`src/rtl/mem_pkg.sv`:
```
// Shared definitions for the memory stage: FSM encoding, access-size codes
// and the default bus timeout.
package mem_pkg;

  typedef enum logic {
    S_IDLE = 1'b0,
    S_WAIT = 1'b1
  } state_t;

  localparam logic [1:0] SZ_B = 2'b00;
  localparam logic [1:0] SZ_H = 2'b01;
  localparam logic [1:0] SZ_W = 2'b10;
  localparam logic [1:0] SZ_D = 2'b11;

  localparam int DEFAULT_TIMEOUT_CYCLES = 255;

  function automatic logic [7:0] size_mask(input logic [1:0] size);
    case (size)
      SZ_B:    return 8'h01;
      SZ_H:    return 8'h03;
      SZ_W:    return 8'h0F;
      default: return 8'hFF;
    endcase
  endfunction

endpackage

```
`src/rtl/mem_align.sv`:
```
// Byte-lane steering for the memory stage: misalignment detection, store
// strobes/data placement and load data extraction with sign/zero extension.
module mem_align
  import mem_pkg::*;
#(
  parameter int XLEN = 64
) (
  input  logic [2:0]      offset,
  input  logic [1:0]      size,
  input  logic            zext,
  input  logic [XLEN-1:0] store_data,
  input  logic [XLEN-1:0] load_raw,
  output logic            misaligned,
  output logic [7:0]      wstrb,
  output logic [XLEN-1:0] wdata,
  output logic [XLEN-1:0] load_data
);

  logic [XLEN-1:0] shifted;
  logic [XLEN-1:0] keep;
  logic [7:0]      lane_mask;

  always_comb begin
    case (size)
      SZ_B:    misaligned = 1'b0;
      SZ_H:    misaligned = offset[0];
      SZ_W:    misaligned = |offset[1:0];
      default: misaligned = |offset;
    endcase
  end

  assign lane_mask = size_mask(size);
  assign wstrb     = lane_mask << offset;
  assign wdata     = store_data << {offset, 3'b000};
  assign shifted   = load_raw >> {offset, 3'b000};

  function automatic logic [XLEN-1:0] sign_extend(input logic [XLEN-1:0] raw,
                                                  input logic [1:0]      sz);
    logic signed [7:0]      b;
    logic signed [15:0]     h;
    logic signed [31:0]     w;
    logic signed [XLEN-1:0] r;
    b = raw[7:0];
    h = raw[15:0];
    w = raw[31:0];
    case (sz)
      SZ_B:    r = b;
      SZ_H:    r = h;
      SZ_W:    r = w;
      default: r = raw;
    endcase
    return r;
  endfunction

  // Zero extension keeps only the lanes covered by the access size.
  always_comb begin
    keep = '0;
    for (int i = 0; i < 8; i++) begin
      keep[8*i +: 8] = {8{lane_mask[i]}};
    end
    load_data = zext ? (shifted & keep) : sign_extend(shifted, size);
  end

endmodule

```
`src/rtl/mem_stage.sv`:
```
// Pipeline MEM stage: issues one data-memory request per load/store, stalls
// upstream until ack or timeout, and registers results into MEM/WB.
module mem_stage
  import mem_pkg::*;
#(
  parameter int XLEN           = 64,
  parameter int TIMEOUT_CYCLES = DEFAULT_TIMEOUT_CYCLES
) (
  input  logic            clk,
  input  logic            reset,
  input  logic            valid_in,
  input  logic [XLEN-1:0] alu_result_in,
  input  logic [XLEN-1:0] rs2_data_in,
  input  logic [4:0]      rd_in,
  input  logic [2:0]      func3_in,
  input  logic            RegWrite_in,
  input  logic            MemtoReg_in,
  input  logic            MemRead_in,
  input  logic            MemWrite_in,
  output logic            stall_out,
  output logic            dmem_req,
  output logic            dmem_we,
  output logic [XLEN-1:0] dmem_addr,
  output logic [XLEN-1:0] dmem_wdata,
  output logic [7:0]      dmem_wstrb,
  input  logic [XLEN-1:0] dmem_rdata,
  input  logic            dmem_ack,
  output logic            valid_out,
  output logic [XLEN-1:0] alu_result_out,
  output logic [XLEN-1:0] mem_data_out,
  output logic [4:0]      rd_out,
  output logic            RegWrite_out,
  output logic            MemtoReg_out,
  output logic            misaligned_out,
  output logic            bus_err_out
);

  localparam int              CNT_W    = $clog2(TIMEOUT_CYCLES + 1);
  localparam logic [CNT_W-1:0] CNT_LAST = CNT_W'(TIMEOUT_CYCLES - 1);

  state_t state, state_nxt;
  logic [CNT_W-1:0] wait_cnt;

  logic [2:0]      off_p0;
  logic [1:0]      size_p0;
  logic            zext_p0;
  logic            load_p0;
  logic            regw_p0;
  logic            m2r_p0;
  logic [4:0]      rd_p0;
  logic [XLEN-1:0] alu_p0;

  logic            is_mem;
  logic            is_store;
  logic            misaligned;
  logic            accept_mem;
  logic            pass_through;
  logic            timeout_hit;
  logic            done;
  logic [2:0]      al_off;
  logic [1:0]      al_size;
  logic            al_zext;
  logic [7:0]      al_wstrb;
  logic [XLEN-1:0] al_wdata;
  logic [XLEN-1:0] al_load;

  assign is_mem   = MemRead_in | MemWrite_in;
  assign is_store = MemWrite_in;

  // While waiting, lane steering must follow the captured request, not upstream.
  assign al_off  = (state == S_WAIT) ? off_p0  : alu_result_in[2:0];
  assign al_size = (state == S_WAIT) ? size_p0 : func3_in[1:0];
  assign al_zext = (state == S_WAIT) ? zext_p0 : func3_in[2];

  mem_align #(
    .XLEN(XLEN)
  ) u_align (
    .offset    (al_off),
    .size      (al_size),
    .zext      (al_zext),
    .store_data(rs2_data_in),
    .load_raw  (dmem_rdata),
    .misaligned(misaligned),
    .wstrb     (al_wstrb),
    .wdata     (al_wdata),
    .load_data (al_load)
  );

  assign accept_mem   = (state == S_IDLE) && valid_in && is_mem && !misaligned;
  assign pass_through = (state == S_IDLE) && valid_in && (!is_mem || misaligned);
  assign timeout_hit  = (state == S_WAIT) && !dmem_ack && (wait_cnt == CNT_LAST);
  assign done         = (state == S_WAIT) && (dmem_ack || timeout_hit);

  always_ff @(posedge clk or negedge reset) begin
    if (!reset) begin
      state <= S_IDLE;
    end else begin
      state <= state_nxt;
    end
  end

  always_comb begin
    state_nxt = state;
    stall_out = 1'b0;
    case (state)
      S_IDLE: begin
        if (accept_mem) begin
          state_nxt = S_WAIT;
          stall_out = 1'b1;
        end
      end
      S_WAIT: begin
        if (done) begin
          state_nxt = S_IDLE;
        end else begin
          stall_out = 1'b1;
        end
      end
      default: state_nxt = S_IDLE;
    endcase
    if (!reset) begin
      stall_out = 1'b0;
    end
  end

  always_ff @(posedge clk or negedge reset) begin
    if (!reset) begin
      wait_cnt <= '0;
    end else if (accept_mem) begin
      wait_cnt <= '0;
    end else if ((state == S_WAIT) && !done) begin
      wait_cnt <= wait_cnt + 1'b1;
    end
  end

  // Request context, captured on issue (stage p0).
  always_ff @(posedge clk) begin
    if (accept_mem) begin
      off_p0  <= alu_result_in[2:0];
      size_p0 <= func3_in[1:0];
      zext_p0 <= func3_in[2];
      load_p0 <= !MemWrite_in;
      regw_p0 <= RegWrite_in;
      m2r_p0  <= MemtoReg_in;
      rd_p0   <= rd_in;
      alu_p0  <= alu_result_in;
    end
  end

  always_ff @(posedge clk or negedge reset) begin
    if (!reset) begin
      dmem_req   <= 1'b0;
      dmem_we    <= 1'b0;
      dmem_wstrb <= 8'h00;
    end else if (accept_mem) begin
      dmem_req   <= 1'b1;
      dmem_we    <= is_store;
      dmem_wstrb <= is_store ? al_wstrb : 8'h00;
    end else if (done) begin
      dmem_req   <= 1'b0;
      dmem_we    <= 1'b0;
      dmem_wstrb <= 8'h00;
    end
  end

  always_ff @(posedge clk) begin
    if (accept_mem) begin
      dmem_addr  <= {alu_result_in[XLEN-1:3], 3'b000};
      dmem_wdata <= is_store ? al_wdata : '0;
    end
  end

  // MEM/WB boundary (stage p1).
  always_ff @(posedge clk or negedge reset) begin
    if (!reset) begin
      valid_out      <= 1'b0;
      alu_result_out <= '0;
      mem_data_out   <= '0;
      rd_out         <= 5'd0;
      RegWrite_out   <= 1'b0;
      MemtoReg_out   <= 1'b0;
      misaligned_out <= 1'b0;
      bus_err_out    <= 1'b0;
    end else begin
      valid_out      <= 1'b0;
      misaligned_out <= 1'b0;
      bus_err_out    <= 1'b0;
      if (pass_through) begin
        valid_out      <= 1'b1;
        alu_result_out <= alu_result_in;
        mem_data_out   <= '0;
        rd_out         <= rd_in;
        RegWrite_out   <= RegWrite_in && !is_mem;
        MemtoReg_out   <= MemtoReg_in;
        misaligned_out <= is_mem;
      end else if (done) begin
        valid_out      <= 1'b1;
        alu_result_out <= alu_p0;
        mem_data_out   <= (dmem_ack && load_p0) ? al_load : '0;
        rd_out         <= rd_p0;
        RegWrite_out   <= regw_p0 && dmem_ack;
        MemtoReg_out   <= m2r_p0;
        bus_err_out    <= !dmem_ack;
      end
    end
  end

endmodule

```
`config.mk`:
```
export PLATFORM = sky130hd
export DESIGN_NAME = mem_stage
export DESIGN_NICKNAME = d
export VERILOG_FILES = /design/src/rtl/mem_pkg.sv /design/src/rtl/mem_align.sv /design/src/rtl/mem_stage.sv
export SDC_FILE = /design/constraint.sdc
export NUM_CORES = 1
export LEC_CHECK = 0
export CAP_MARGIN = 30
export CORE_ASPECT_RATIO = 0.8
export CORE_MARGIN = 5
export CORE_UTILIZATION = 50
export CTS_BUF_LIST = sky130_fd_sc_hd__clkbuf_16
export CTS_CLUSTER_DIAMETER = 40
export DETAILED_ROUTE_END_ITERATION = 10
export PLACE_DENSITY = 0.95
export SYNTH_ARGS = -nofsm -noshare
export SYNTH_HDL_FRONTEND = slang
export SYNTH_HIERARCHICAL = 1
export SYNTH_SLANG_ARGS = --single-unit
```
`constraint.sdc`:
```
create_clock -name clk -period 15.9 [get_ports clk]
set_clock_uncertainty 0.2 [all_clocks]
set_input_delay 1.59 -clock clk [delete_from_list [all_inputs] [get_ports clk]]
set_output_delay 1.59 -clock clk [all_outputs]
set_load 0.1 [all_outputs]
```
---- Yosys cells after proc, flatten, opt, wreduce, memory -nomap -nowiden ----
Cells that the tools add are included.
cells by class
  $add $sub $neg .......................... 1
  eq/ne operators ......................... 3
  shifts and indexed selects .............. 3
  muxes and demuxes ....................... 35
  bitwise logic cells ..................... 3
  reductions and logical operators ........ 24
operator list
  operator                                                               count
  64-bit 2-to-1 mux                                                      6
  64-bit case mux with 3 select lines                                    1
  64-bit AND                                                             1
  64-bit by 6-bit left shift with 64-bit output                          1
  64-bit by 6-bit >> shifter with 64-bit output                          1
  8-bit 2-to-1 mux                                                       5
  8-bit case mux with 3 select lines                                     1
  1-bit 2-to-1 mux                                                       16
  1-bit logical AND                                                      11
  5-bit 2-to-1 mux                                                       2
  8-bit by 1-bit adder with 8-bit output, second input constant          1
  8-bit equality test, second input constant                             1
  8-bit by 3-bit left shift with 8-bit output                            1
  2-bit nonzero test                                                     3
  1-bit zero test                                                        5
  3-bit 2-to-1 mux                                                       1
  1-bit case mux with 3 select lines                                     1
  3-bit OR reduction                                                     1
  2-bit by 1-bit equality test with 1-bit output, second input constant  1
  2-bit equality test, second input constant                             1
  2-bit zero test                                                        1
  1-bit logical OR                                                       2
  2-bit 2-to-1 mux                                                       1
  1-bit case mux with 2 select lines                                     1
  other kinds (3)                                                        3
storage, ports and cells
  register bits after elaboration ......... 360
  input port bits ......................... 208
  output and inout bits ................... 277
  logic and storage cells ................. 92

---- Logic depth before layout (Yosys ltp) ----
  depth in word-level cells ............... 9
  mapped depth ............................ 15
  mapped depth without buffers ............ 8

---- Cells and area by module ----
Netlist, hierarchy kept.
by module, submodules not included
  module     times used  cells each  area each (sq um)  sequential area each (sq um)
  mem_stage  1           916         11586.1            8102.8
  mem_align  1           561         3823.7             0.0

---- Worst setup path after synthesis ----
OpenSTA, ideal clock, no wires.
  path type ............................... in2out
  start ................................... in alu_result_in[2]
  end ..................................... out stall_out
  data arrival time ....................... 4239 ps
  setup slack ............................. 9871 ps
  stages .................................. 11
  path buffers ............................ 5
  path through ............................ mux2_2 -> buf_2 -> buf_2 -> buf_1 -> clkbuf_1 -> a21oi_1 -> o21ai_0 -> or3_1 -> clkbuf_1 -> nand2_1 -> and2_1
on the way
  longest elaborated chain between the ends .. 8
RTL lines
  what                                line              RTL
  start: declaration                  mem_stage.sv:12   input logic [XLEN-1:0] alu_result_in,
  3-bit 2-to-1 mux                    mem_stage.sv:71   assign al_off = (state == S_WAIT) ? off_p0 : alu_result_in[2:0];
  3-bit OR reduction                  mem_align.sv:28   default: misaligned = |offset;
  1-bit case mux with 3 select lines  mem_align.sv:24   case (size)
  via misaligned                      mem_stage.sv:55   logic misaligned;
  1-bit zero test                     mem_stage.sv:89   assign accept_mem = (state == S_IDLE) && valid_in && is_mem && !misaligned;
  1-bit logical AND                   mem_stage.sv:89
  1-bit 2-to-1 mux                    n/a
  1-bit case mux with 2 select lines  n/a
  via state_nxt                       mem_stage.sv:41   state_t state, state_nxt;
  1-bit 2-to-1 mux                    mem_stage.sv:121  if (!reset) begin
  end: declaration                    mem_stage.sv:20   output logic stall_out,
The timed path passes the listed nets, and every way through them passes these cells.

---- Worst setup path in the final report ----
  start ................................... in alu_result_in[2]
  end ..................................... out stall_out
on the way
  longest elaborated chain between the ends .. 8
RTL lines
  what                                line              RTL
  3-bit 2-to-1 mux                    mem_stage.sv:71
  via al_off[2]                       mem_stage.sv:60   logic [2:0] al_off;
  3-bit OR reduction                  mem_align.sv:28
  1-bit case mux with 3 select lines  mem_align.sv:24
  via misaligned                      mem_stage.sv:55
  1-bit zero test                     mem_stage.sv:89
  1-bit logical AND                   mem_stage.sv:89
  1-bit 2-to-1 mux                    n/a
  1-bit case mux with 2 select lines  n/a
  via state_nxt                       mem_stage.sv:41
  1-bit 2-to-1 mux                    mem_stage.sv:121
The timed path passes the listed nets, and every way through them passes these cells.

==> key figures <==
Status
  • Status: completed

Layout
  • Final net count: 2073
  • Filler cells: 2092
  • Share of cells above drive strength 1: 10.7%
  • Final Util: 72.1%
  • Most frequent cells in the layout: 476 x clkdlybuf4s50_1, 192 x nand2_1, 186 x a21oi_1, 157 x dfrtp_1, 139 x edfxtp_1
  • Area grow syn2layout: 42.2%
  • Final instance area: 0.0219 mm²
  • Commonest non-fill, non-tap cell in the layout: clkdlybuf4s50_1
  • Register Area: 0.00810 mm²
  • Multi-input gate area: 0.00632 mm²

Worst setup path
  • Startpoint types: input port
  • Most used cell, CP: clkdlybuf4s50_1
  • Slowest stage delay, CP: 990 ps
  • Worst Path Arrival: 5710 ps
  • WP data required: 14110 ps
  • Reg2reg end: dmem_wdata[26]
  • Reg-to-reg startpoint: state
  • Critical path, cell by cell: clkdlybuf4s50_1 -> mux2_2 -> buf_4 -> a21oi_1 -> o21ai_0 -> or3_1 -> nand2_1 -> and2_1 -> clkdlybuf4s50_1
  • Cells on worst reg2reg path: 7
  • Setup crit end kind: output pin
  • R2r setup slk: approximately 11000 ps
  • Crit-path max FO: 64
  • Worst Path Class, Setup: input port to output pin
  • CP max-delay cell: clkdlybuf4s50_1

Yosys
  • Synth cell types: between 50 and 60
  • Seq/Total Area, Yosys: 52.6%
  • Synth Area in Adders: 0.162%
  • Yosys warns: 6
  • Largest family of logic cells by synthesized area: compound AO/OA/AOI/OAI gates
  • Share of the synthesized area in the top cell type: 27.1%
  • Complex-gate fraction of the synthesized area: 14.5%
  • Post-Syn Area: 0.0154 mm²
  • Simple-Gate Fraction of Synth Area: 13.9%
  • Cells after synthesis: approximately 1500
  • Synthesized area per cell: 10.4 µm²
  • Synth area leaders: edfxtp_1 27%, dfrtp_1 25%, a21oi_1 6.0%, nand2_1 4.7%, mux4_2 4.5%
  • Post-synth EDFFs: approximately 140
  • Primary FF master, synth: dfrtp_1
  • Dominant cell type by area after synthesis: edfxtp_1
  • XOR/XNOR Fraction of Synth Area: less than 1%
  • Register bit total from synthesis: 296
  • Fraction of registers with async set/reset: a little over half
  • Post-synthesis mux area share: 11.9%

Worst hold path
  • Min-delay worst type: register to register
  • Hold Crit Endpoint: mem_data_out[54]
  • Hold_sp: mem_data_out[54]
  • Hold Path Depth: 1

Routing
  • Post-Route WL: 57.1 mm
  • Metal-1 WL: 20.0 mm
  • WL per Instance: 24.6 µm
  • DRT Pass-1 Iters: 6
  • Detailed-route via count: around 14000
  • Routed wl met3: 6.84 mm
  • Starting DRT DRC Count: 1673
  • Vias per inst: 6.01
  • Remaining DRCs: 0
  • DR top layer: met5
  • Antenna-violating nets left: 0
  • DR WL met2: approximately 27 mm

Clocking
  • Clock-pin slew on the worst setup and hold paths: ~60 ps
  • Clk_lat worst skew: around 540 ps
  • # resized after CTS: 0
  • Max clock buf depth: 3
  • TritonCTS buffer count: 41
  • H-tree depth: 2
  • Hold_buf cts: 0
  • CTS tree: built
  • CTS root buf: clkbuf_16
  • CTS sink cnt: 296
  • Post CTS Setup Buffer Count: 0

Floorplanning
  • Die area: 0.0345 mm²
  • Io pins: 485
  • Starting Density: between 50% and 60%
  • Die width: 206 µm
  • Core area: 0.0304 mm²
  • Row count: 57
  • Die Y: 167 µm

Timing
  • Final worst-path setup slack: roughly 8400 ps
  • Worst-Margin Slew: about 1100 ps
  • Crit path time final: 7500 ps
  • Setup TNS: 0 ps
  • Final setup violation count: 0
  • Slew margin rel.: 29.4%
  • Endpoints failing hold: 0
  • Tcrit/Tclk final: between 40% and 50%
  • Fmax: 0.133 GHz
  • Final Max Slew Viols: 0
  • RSZ-0062 raised after global routing: false

Pwr
  • Net Sw Power: 2090 µW
  • Pwr/cell area: 190 mW/mm²
  • Seq pwr share: 26.0%
  • Part of the power in the clock network: 21.2%
  • Logic gate share of total power: 52.8%
  • Leak pwr: slightly below 0.009 µW
  • Worst IR Drop VDD: 0.0858 mV
  • Switch share: 50.2%
  • P_int: 2070 µW

GRT
  • Grt ovf: 0
  • Global-route wire length before repair: 84.8 mm
  • Initial antenna violation count: 12
  • Number of global-route vias before repair: roughly 14000
  • Largest net degree at the start of global routing: 90
  • Global-route usage over all layers: 31.8%

Placement
  • Gp weighted congestion: 0.985
  • Post-DP Area: about 0.021 mm²
  • Post-detail-place hpwl: between 40 and 50 mm
  • Setup WS pre-CTS: 8530 ps
  • PortBufs: ~480

Flow run
  • Max-Cap Viols: 0
-- power by group through the flow --
stage	clock [µW]	combinational, µW	sequential (µW)
after detailed placement	0	2180	1090
after floorplan	0	597	2050
final	883	2200	1080
after global routing	929	2270	1100
after global placement	0	2070	1080
after CTS	893	2190	1080
-- stage by stage --
stage / total power, µW / instances / hold slack, ps
CTS: 4160 / 2308 / 303
global route: 4300 / 2317 / 318
finish: 4160 / 2317 / 302
floorplan: 2650 / 1479 / 271
detailed placement: 3270 / 2232 / 289
global placement: 3150 / 2211 / 270
-- worst max-delay path by stage --
stage,from,end
after floorplan,alu_result_in[2],stall_out
after global placement,alu_result_in[2],stall_out
after detailed placement,alu_result_in[2],stall_out
after CTS,alu_result_in[2],stall_out
after global routing,alu_result_in[2],stall_out
final,alu_result_in[2],stall_out
-- per-layer routing --
layer	GRT usage, %	vias to the layer above
met1	39.2	6710
li1	-	5990
met2	51.3	1016
met5	0	-
met4	15.5	6
met3	9.66	199
-- cell type report --
type / count / share of cell area (%)
inverter: 19 / 0.348
multi-input combinational: 984 / 28.8
timing repair buffer: 521 / 25.3
sequential: 296 / 37.0
clock inverter: 33 / 1.17
clock buffer: 43 / 4.91
tap: 413 / 2.36
antenna: 8 / 0.0914
-- worst max-delay path, delay by kind of cell --
kind	cells	cell delay [ps]
buffers and inverters	3	2190
multiplexers	1	170
AND/OR/NAND/NOR	3	1010
AO/OA/AOI/OAI	2	720
-- logic make-up (layout without fill, tap and decap cells) --
family                     Yosys count  after routing
and+or+nand+nor                    475            475
AOI/OAI and AO/OA                  363            363
DFF                                296            296
buffers and inverters              199            616
muxes                              138            138
xor gates and xnor gates             3              3
adders and majority gates            2              2
other                                1             11
-- Yosys cell counts (4+ instances only) --
cell and count:
nand2b_1 4, and2_1 84, buf_4 69, o21ai_0 39, nand3_1 25, o22ai_1 34, buf_1 16, nor2b_1 6
nor2_1 136, mux2_2 48, a21o_1 14, mux4_2 31, mux2i_1 59, a211oi_1 5, a22o_1 64, nor3_1 5
edfxtp_1 139, inv_1 18, or3_1 4, nand2_1 192, dfrtp_1 157, buf_2 34, a21oi_1 186, clkbuf_1 60
-- sequential cells by signal, summed over array words and instances, names as in the netlist --
name and flops:
wait_cnt 8, mem_data_out 64, dmem_wdata 64, state 1
dmem_we 1, alu_result_out 64, off_p0 2, zext_p0 1
misaligned_out 1, alu_p0 62, dmem_wstrb 8, RegWrite_out 1
valid_out 1, size_p0 2, bus_err_out 1, dmem_req 1
regw_p0 1, MemtoReg_out 1, load_p0 1, rd_out 5
rd_p0 5, m2r_p0 1
(Power assumes the default switching activity.)
